===== src/rtl/udcnt_pkg.sv =====
// Shared encodings for the parametrised up/down counter.
package udcnt_pkg;

  localparam logic [1:0] UDCNT_MODE_WRAP   = 2'd0;
  localparam logic [1:0] UDCNT_MODE_SAT    = 2'd1;
  localparam logic [1:0] UDCNT_MODE_BOUNCE = 2'd2;

  localparam logic DIR_UP   = 1'b1;
  localparam logic DIR_DOWN = 1'b0;

endpackage


===== src/rtl/udcnt_next_val.sv =====
// Combinational step logic: next count, next direction and boundary event flag.
module udcnt_next_val
  import udcnt_pkg::*;
#(
  parameter int unsigned WIDTH = 8
) (
  input  logic [WIDTH-1:0] cur,
  input  logic             dir,
  input  logic [1:0]       mode,
  input  logic [WIDTH-1:0] lo,
  input  logic [WIDTH-1:0] hi,
  output logic [WIDTH-1:0] next_val_c,
  output logic             next_dir_c,
  output logic             event_c
);

  logic [WIDTH:0] cur_x;
  logic [WIDTH:0] lo_x;
  logic [WIDTH:0] hi_x;

  assign cur_x = {1'b0, cur};
  assign lo_x  = {1'b0, lo};
  assign hi_x  = {1'b0, hi};

  // Step one position in the effective direction; limits fold per mode.
  always_comb begin
    next_val_c = cur;
    next_dir_c = dir;
    event_c    = 1'b0;
    if (dir == DIR_UP) begin
      if (cur_x >= hi_x) begin
        event_c = 1'b1;
        case (mode)
          UDCNT_MODE_SAT:    next_val_c = hi;
          UDCNT_MODE_BOUNCE: begin
            next_val_c = WIDTH'(hi_x - (WIDTH+1)'(1));
            next_dir_c = DIR_DOWN;
          end
          default:           next_val_c = lo;
        endcase
      end else begin
        next_val_c = WIDTH'(cur_x + (WIDTH+1)'(1));
      end
    end else begin
      if (cur_x <= lo_x) begin
        event_c = 1'b1;
        case (mode)
          UDCNT_MODE_SAT:    next_val_c = lo;
          UDCNT_MODE_BOUNCE: begin
            next_val_c = WIDTH'(lo_x + (WIDTH+1)'(1));
            next_dir_c = DIR_UP;
          end
          default:           next_val_c = hi;
        endcase
      end else begin
        next_val_c = WIDTH'(cur_x - (WIDTH+1)'(1));
      end
    end
  end

endmodule


===== src/rtl/updown_counter_param.sv =====
// Parametrised up/down counter with wrap/saturate/bounce limits and a registered TC pulse.
// Optional TC event counter enabled by defining UDCNT_EVENT_COUNT_EN.
module updown_counter_param
  import udcnt_pkg::*;
#(
  parameter int unsigned WIDTH     = 8,
  parameter int unsigned LO_LIMIT  = 0,
  parameter int unsigned HI_LIMIT  = 255,
  parameter int unsigned EVT_WIDTH = 16
) (
  input  logic                 CLOCK,
  input  logic                 RESET,
  input  logic                 ENABLE,
  input  logic                 CONTROL,
  input  logic [1:0]           MODE,
  input  logic                 LOAD,
  input  logic [WIDTH-1:0]     LOAD_VALUE,
  output logic [WIDTH-1:0]     OUT,
  output logic                 DIR,
  output logic                 TC,
  output logic [EVT_WIDTH-1:0] EVENTS
);

  if ((LO_LIMIT >= HI_LIMIT) || (64'(HI_LIMIT) >= (64'd1 << WIDTH))) begin : g_bad_limits
    $error("updown_counter_param: need LO_LIMIT < HI_LIMIT < 2**WIDTH");
  end

  localparam logic [WIDTH-1:0] LO = WIDTH'(LO_LIMIT);
  localparam logic [WIDTH-1:0] HI = WIDTH'(HI_LIMIT);

  logic             eff_dir_c;
  logic [WIDTH-1:0] next_val_c;
  logic             next_dir_c;
  logic             evt_c;
  logic [WIDTH-1:0] load_clamp_c;

  // Bounce owns its direction; other modes follow CONTROL each step.
  assign eff_dir_c = (MODE == UDCNT_MODE_BOUNCE) ? DIR : CONTROL;

  assign load_clamp_c = (LOAD_VALUE < LO) ? LO :
                        (LOAD_VALUE > HI) ? HI : LOAD_VALUE;

  udcnt_next_val #(.WIDTH(WIDTH)) u_next (
    .cur        (OUT),
    .dir        (eff_dir_c),
    .mode       (MODE),
    .lo         (LO),
    .hi         (HI),
    .next_val_c (next_val_c),
    .next_dir_c (next_dir_c),
    .event_c    (evt_c)
  );

  always_ff @(posedge CLOCK) begin
    if (RESET) begin
      OUT <= LO;
      DIR <= DIR_UP;
      TC  <= 1'b0;
    end else if (LOAD) begin
      OUT <= load_clamp_c;
      DIR <= CONTROL;
      TC  <= 1'b0;
    end else if (ENABLE) begin
      OUT <= next_val_c;
      DIR <= next_dir_c;
      TC  <= evt_c;
    end else begin
      TC  <= 1'b0;
    end
  end

`ifdef UDCNT_EVENT_COUNT_EN
  logic [EVT_WIDTH-1:0] events_q;

  // Saturating count of TC events; cleared alongside the count on load.
  always_ff @(posedge CLOCK) begin
    if (RESET || LOAD) begin
      events_q <= '0;
    end else if (ENABLE && evt_c && (events_q != '1)) begin
      events_q <= events_q + EVT_WIDTH'(1);
    end
  end

  assign EVENTS = events_q;
`else
  assign EVENTS = '0;
`endif

endmodule


===== config.mk =====
export PLATFORM = sky130hd
export DESIGN_NAME = updown_counter_param
export DESIGN_NICKNAME = d
export VERILOG_FILES = /design/src/rtl/udcnt_pkg.sv /design/src/rtl/udcnt_next_val.sv /design/src/rtl/updown_counter_param.sv
export SDC_FILE = /design/constraint.sdc
export NUM_CORES = 1
export LEC_CHECK = 0
export CORE_ASPECT_RATIO = 1.5
export CORE_UTILIZATION = 52
export CTS_BUF_LIST = sky130_fd_sc_hd__clkbuf_8
export CTS_CLUSTER_DIAMETER = 60
export DETAILED_ROUTE_END_ITERATION = 8
export PLACE_DENSITY = 0.89
export SLEW_MARGIN = 40
export SYNTH_ARGS = -nofsm -noshare
export SYNTH_HDL_FRONTEND = slang
export SYNTH_SLANG_ARGS = --single-unit

===== constraint.sdc =====
create_clock -name CLOCK -period 3.35 [get_ports CLOCK]
set_input_delay 0.8375 -clock CLOCK [delete_from_list [all_inputs] [get_ports CLOCK]]
set_output_delay 0.8375 -clock CLOCK [all_outputs]
set_load 0.01 [all_outputs]

# Word-level counts from Yosys, hierarchy flattened
# Index checks and enable logic that the tools add are counted.
# classes
add_sub_neg,2
multipliers,0
div,0
magnitude_cmp,4
eq_ne,2
n_shift,0
muxes,20
bitwise_logic,1
reduce_logical,2
# op_table
op,n
$mux W8,7
$pmux W8 S2,2
$mux W1,11
$add A8 B1 Y8 const B,1
$ge A8 B8 Y1 const B,1
$gt A8 B8 Y1 const B,1
$le A8 B1 Y1 const B,1
$lt A8 B1 Y1 const B,1
$sub A8 B1 Y8 const B,1
$reduce_or A3 Y1,1
$eq A2 B1 Y1 const B,1
$eq A2 B2 Y1 const B,1
$reduce_bool A2 Y1,1
$not A1 Y1,1
# word_totals
register_bits,10
latchBits,0
ramBits,0
mem_bits_ro,0
in_bits,15
out_inout_bits,26
mem_count,0

# Depth between registers and ports, before layout
# logic_depth
ltp_word,6
mapped_depth,8
depth_no_buf,7

# Cells and area by module
# Synthesis repeated with hierarchy kept, for this count alone.
# hier_totals
hier_cells,270
hier_area_um2,2014.4
# modules_own_cells
mod,instances,cells_each,area_each_um2,seq_area_each_um2
udcnt_next_val,1,207,1417.6,0.0
updown_counter_param,1,63,596.8,200.2

# Least setup slack after synthesis
# No wires, ideal clock.
# synth_path
kind,input to register
from,input MODE[0]
to,register OUT[0]
setup_ps,120
arrival_time_ps,2147
required_time_ps,3230
slack_ps,1083
stages,6
cell_sequence,inv_1 > ha_1 > mux2i_4 > nor2_1 > a221o_2 > o31a_1
# synth_between
elab_chain_cells,6
elab_cells_between_ends,10
classes_between,eq/ne: 2; mux: 8
# synth_lines
item,line_no,source
start: declaration,updown_counter_param.sv:15,"input logic [1:0] MODE,"
$eq A2 B2 Y1 or $eq A2 B1 Y1 (tied branches),"udcnt_next_val.sv:33, udcnt_next_val.sv:47, updown_counter_param.sv:38",
"$pmux W8 S2, on equally long branches","udcnt_next_val.sv:47, udcnt_next_val.sv:33",
"$mux W8, on equally long branches","udcnt_next_val.sv:45, udcnt_next_val.sv:31",
$mux W8 (*),udcnt_next_val.sv:30,if (dir == DIR_UP) begin
$mux W8 (*),updown_counter_param.sv:63,end else if (ENABLE) begin
$mux W8 (*),updown_counter_param.sv:59,end else if (LOAD) begin
end signal: assignment,updown_counter_param.sv:60,OUT <= load_clamp_c;
end signal: assignment,updown_counter_param.sv:64,OUT <= next_val_c;
end: declaration,updown_counter_param.sv:18,"output logic [WIDTH-1:0] OUT,"
# Mark *: on every way between the ends. The rest lies on a longest branch, timed or not. The select of a mux whose other input is x is not followed.
# A chain may end at the register's enable or synchronous reset.

# Worst setup path after layout
# Ends and elaborated chain as after synthesis.

==> summary.txt <==
Outcome
  • Outcome: finished, final reports clean

GRT
  • Met2 usage: 42.7%
  • Met1 Use GR: between 20% and 30%
  • Largest net degree at the start of global routing: 14
  • Vias in the first global route: approximately 1200
  • Most Crowded Layer GR: met2
  • Initial antenna violation count: 0
  • Total gr overflow: 0
  • GR Util met3: around 2.0%
  • First-pass GRT wire length: 5070 microns
  • Gr usage total: a little under a quarter

Die
  • Core area: around 2300 sq um
  • Die area: between 2000 and 3000 sq um
  • Starting Density: between 50% and 60%
  • # IOs: 41
  • Core Rows: 21
  • Die X: ~42 microns
  • Die height: between 60 and 70 microns

Power
  • P per Cell Area: 340 nW/um^2
  • Total design power: between 0.0004 and 0.0005 W
  • Leakage: approximately 0.53 nW
  • Maximum vdd ir drop: ~0.21 mV

Layout
  • Final core occ: between 60 and 70%
  • Area growth syn-to-layout: 12.5%
  • Share of cells above drive strength 1: 10.3%
  • Final Net Count: 197
  • Antenna diodes: 0

Route
  • # DRC: 0
  • First DRT Iteration DRCs: 57
  • DR vias: 1237
  • Drt wl/cell: around 16 microns
  • Drt pass-1 iters: 4
  • Routed wire length: between 3000 and 4000 microns
  • Post-route ant nets: 0
  • Vias/cell: ~6.2

Placed design
  • Final GP Congestion: between 0.9 and 1
  • Detail Placement HPWL: approximately 2300 microns
  • Dpl ws: slightly below 0.5 ns
  • I/O Buffers: 24

Setup path
  • Critical Path AT: roughly 2.8 ns
  • Startpoint Class: primary input
  • CP max stage delay: 0.45 ns
  • Worst setup EP type: flip-flop
  • WP data required: approximately 3.5 ns
  • CP Class: in -> reg
  • Critical Path Fanout Max: 8
  • Crit path cell chain: clkdlybuf4s50_1 -> inv_1 -> ha_1 -> mux2i_4 -> nor2_1 -> a221o_2 -> o31a_1
  • Slowest CP cell: clkdlybuf4s50_1

CTS
  • Clock buffer depth: 2
  • # H-tree levels: 1
  • Post-CTS Setup Inserts: 0
  • CTS Hold Buffers Added: 0
  • CTS tree: done
  • Clock Sinks: 10
  • Reg clk slew, reported paths: ~0.050 ns
  • Worst-skew pair later-pin latency: 0.24 ns
  • Cts repair resizes: 0
  • CTS root buffer: clkbuf_8
  • Clock buffer count from CTS: 3

Run
  • Max_cap viols: 0

Timing
  • Period utilization: 78.7%
  • Slew of the pin with the lowest slew margin: roughly 0.55 ns
  • Period minus WS final: 2.64 ns
  • Unrepaired setup endpoints after global routing: no
  • Worst clock skew: roughly 0.0026 ns
  • TNS Setup: 0 ns
  • Fmax: approximately 0.38 GHz
  • Final hold violations: 0
  • Worst rel slew slack: 63.3%
  • Post-route setup slack: 0.715 ns
  • Count of final setup violators: 0
  • Fin. max-slew vios: 0

Logic synthesis
  • EDFF count, synth: 0
  • YS warnings: 0
  • Async set or reset register ratio after synthesis: 0%
  • Post-synthesis sequential area ratio: roughly 16%
  • Post-Syn Instances: 158
  • #FFs+latches synth: 10
  • Main synth FF type: dfxtp_1
  • Post-synthesis cell type count: 49
  • Post-Syn Area per Cell: just over 8 sq um
  • Mapped cell area: 1280 sq um

Hold path
  • Hold WC Path Type: reg -> reg
routing by layer:
layer	vias to the layer above	wire length (microns)	share of wire, %
li1	577	-	-
met5	-	0	0
met1	574	1230	39
met2	75	1630	52
met4	0	89	2.8
met3	11	205	6.5
synth_stat cells, types with 2 or more instances:
cell type	count	area [sq um]
o21a_1	3	22.5
nor2_1	11	41.3
clkbuf_8	3	41.3
nand3_1	4	20.0
nor3_1	7	35.0
buf_6	2	22.5
o22ai_1	2	12.5
xor2_1	2	17.5
nand2b_1	4	25.0
nor3b_1	6	45.0
o211ai_1	5	37.5
ha_1	6	75.1
dfxtp_1	10	200
inv_1	6	22.5
buf_4	17	128
nand2_1	7	26.3
a211oi_1	4	30.0
a21oi_1	16	80.1
a31oi_1	3	18.8
o21ai_0	3	15.0
o21ai_1	4	20.0
clkbuf_1	3	11.3
xnor2_1	4	35.0
through the flow:
step | hold WS (ns) | area, sq um | std cells
final | 0.703 | 1440 | 198
after global routing | 0.764 | 1440 | 198
after CTS | 0.705 | 1440 | 198
after detailed placement | 0.689 | 1380 | 194
after global placement | 0.675 | 1380 | 194
after floorplan | 0.697 | 1330 | 173
worst max-delay path, delay by kind of cell:
| family | cells | cell delay, ns |
|---|---|---|
| adders and majority gates | 1 | 0.27 |
| AOI/OAI and AO/OA | 2 | 0.62 |
| and+or+nand+nor | 1 | 0.13 |
| muxes | 1 | 0.38 |
| buffers and inverters | 2 | 0.53 |
worst paths after layout:
| check | from | endpoint | slack, ns | depth (start not counted) |
|---|---|---|---|---|
| worst max register to register | OUT[2] | OUT[0] | 1.41 | 5 |
| worst min register to register | DIR | DIR | 0.70 | 2 |
| worst max-delay path | MODE[0] | OUT[0] | 0.71 | 7 |
| worst min-delay path | DIR | DIR | 0.70 | 2 |
area by class of cell:
| cell class | instances | area (sq um) |
|---|---|---|
| repair buffers | 25 | 248 |
| fillers | 212 | 850 |
| multi-input cells | 130 | 882 |
| well taps | 23 | 28.8 |
| clock buffers | 4 | 55.1 |
| inverters | 6 | 22.5 |
| flip-flops and latches | 10 | 200 |
where the power goes:
group,internal (W),switching [W],total (W)
Clock,0.000104,0.0000543,0.000158
Combinational,0.0000847,0.0000920,0.000177
Sequential,0.000128,0.0000257,0.000154
sequential cells by signal (all words and copies together), names as in the netlist:
signal  flops
DIR         1
TC          1
OUT         8
layout by cell type (no fill, tap or decap), types with 3 or more instances in the layout:
master           count
nor3b_1              6
o211ai_1             5
nand3_1              4
clkbuf_8             4
a211oi_1             4
clkdlybuf4s50_1     24
a21oi_1             16
nor2_1              11
xnor2_1              4
o21ai_1              4
o21a_1               3
conb_1              16
nor3_1               7
a31oi_1              3
inv_1                6
nand2b_1             4
dfxtp_1             10
nand2_1              7
ha_1                 6
o21ai_0              3
cell families (layout without fill, tap and decap cells):
| family | after synthesis | in the layout | synth area share (%) |
|---|---|---|---|
| flops | 10 | 10 | 15.7 |
| buf+inv | 33 | 35 | 19.6 |
| xor+xnor | 6 | 6 | 4.12 |
| compound gates | 49 | 49 | 25.1 |
| mux | 2 | 2 | 2.94 |
| other cells | 1 | 16 | 0.294 |
| fa+ha+maj | 6 | 6 | 5.88 |
| simple gates | 51 | 51 | 26.4 |
Note: power is estimated with default switching activity, not from simulation.
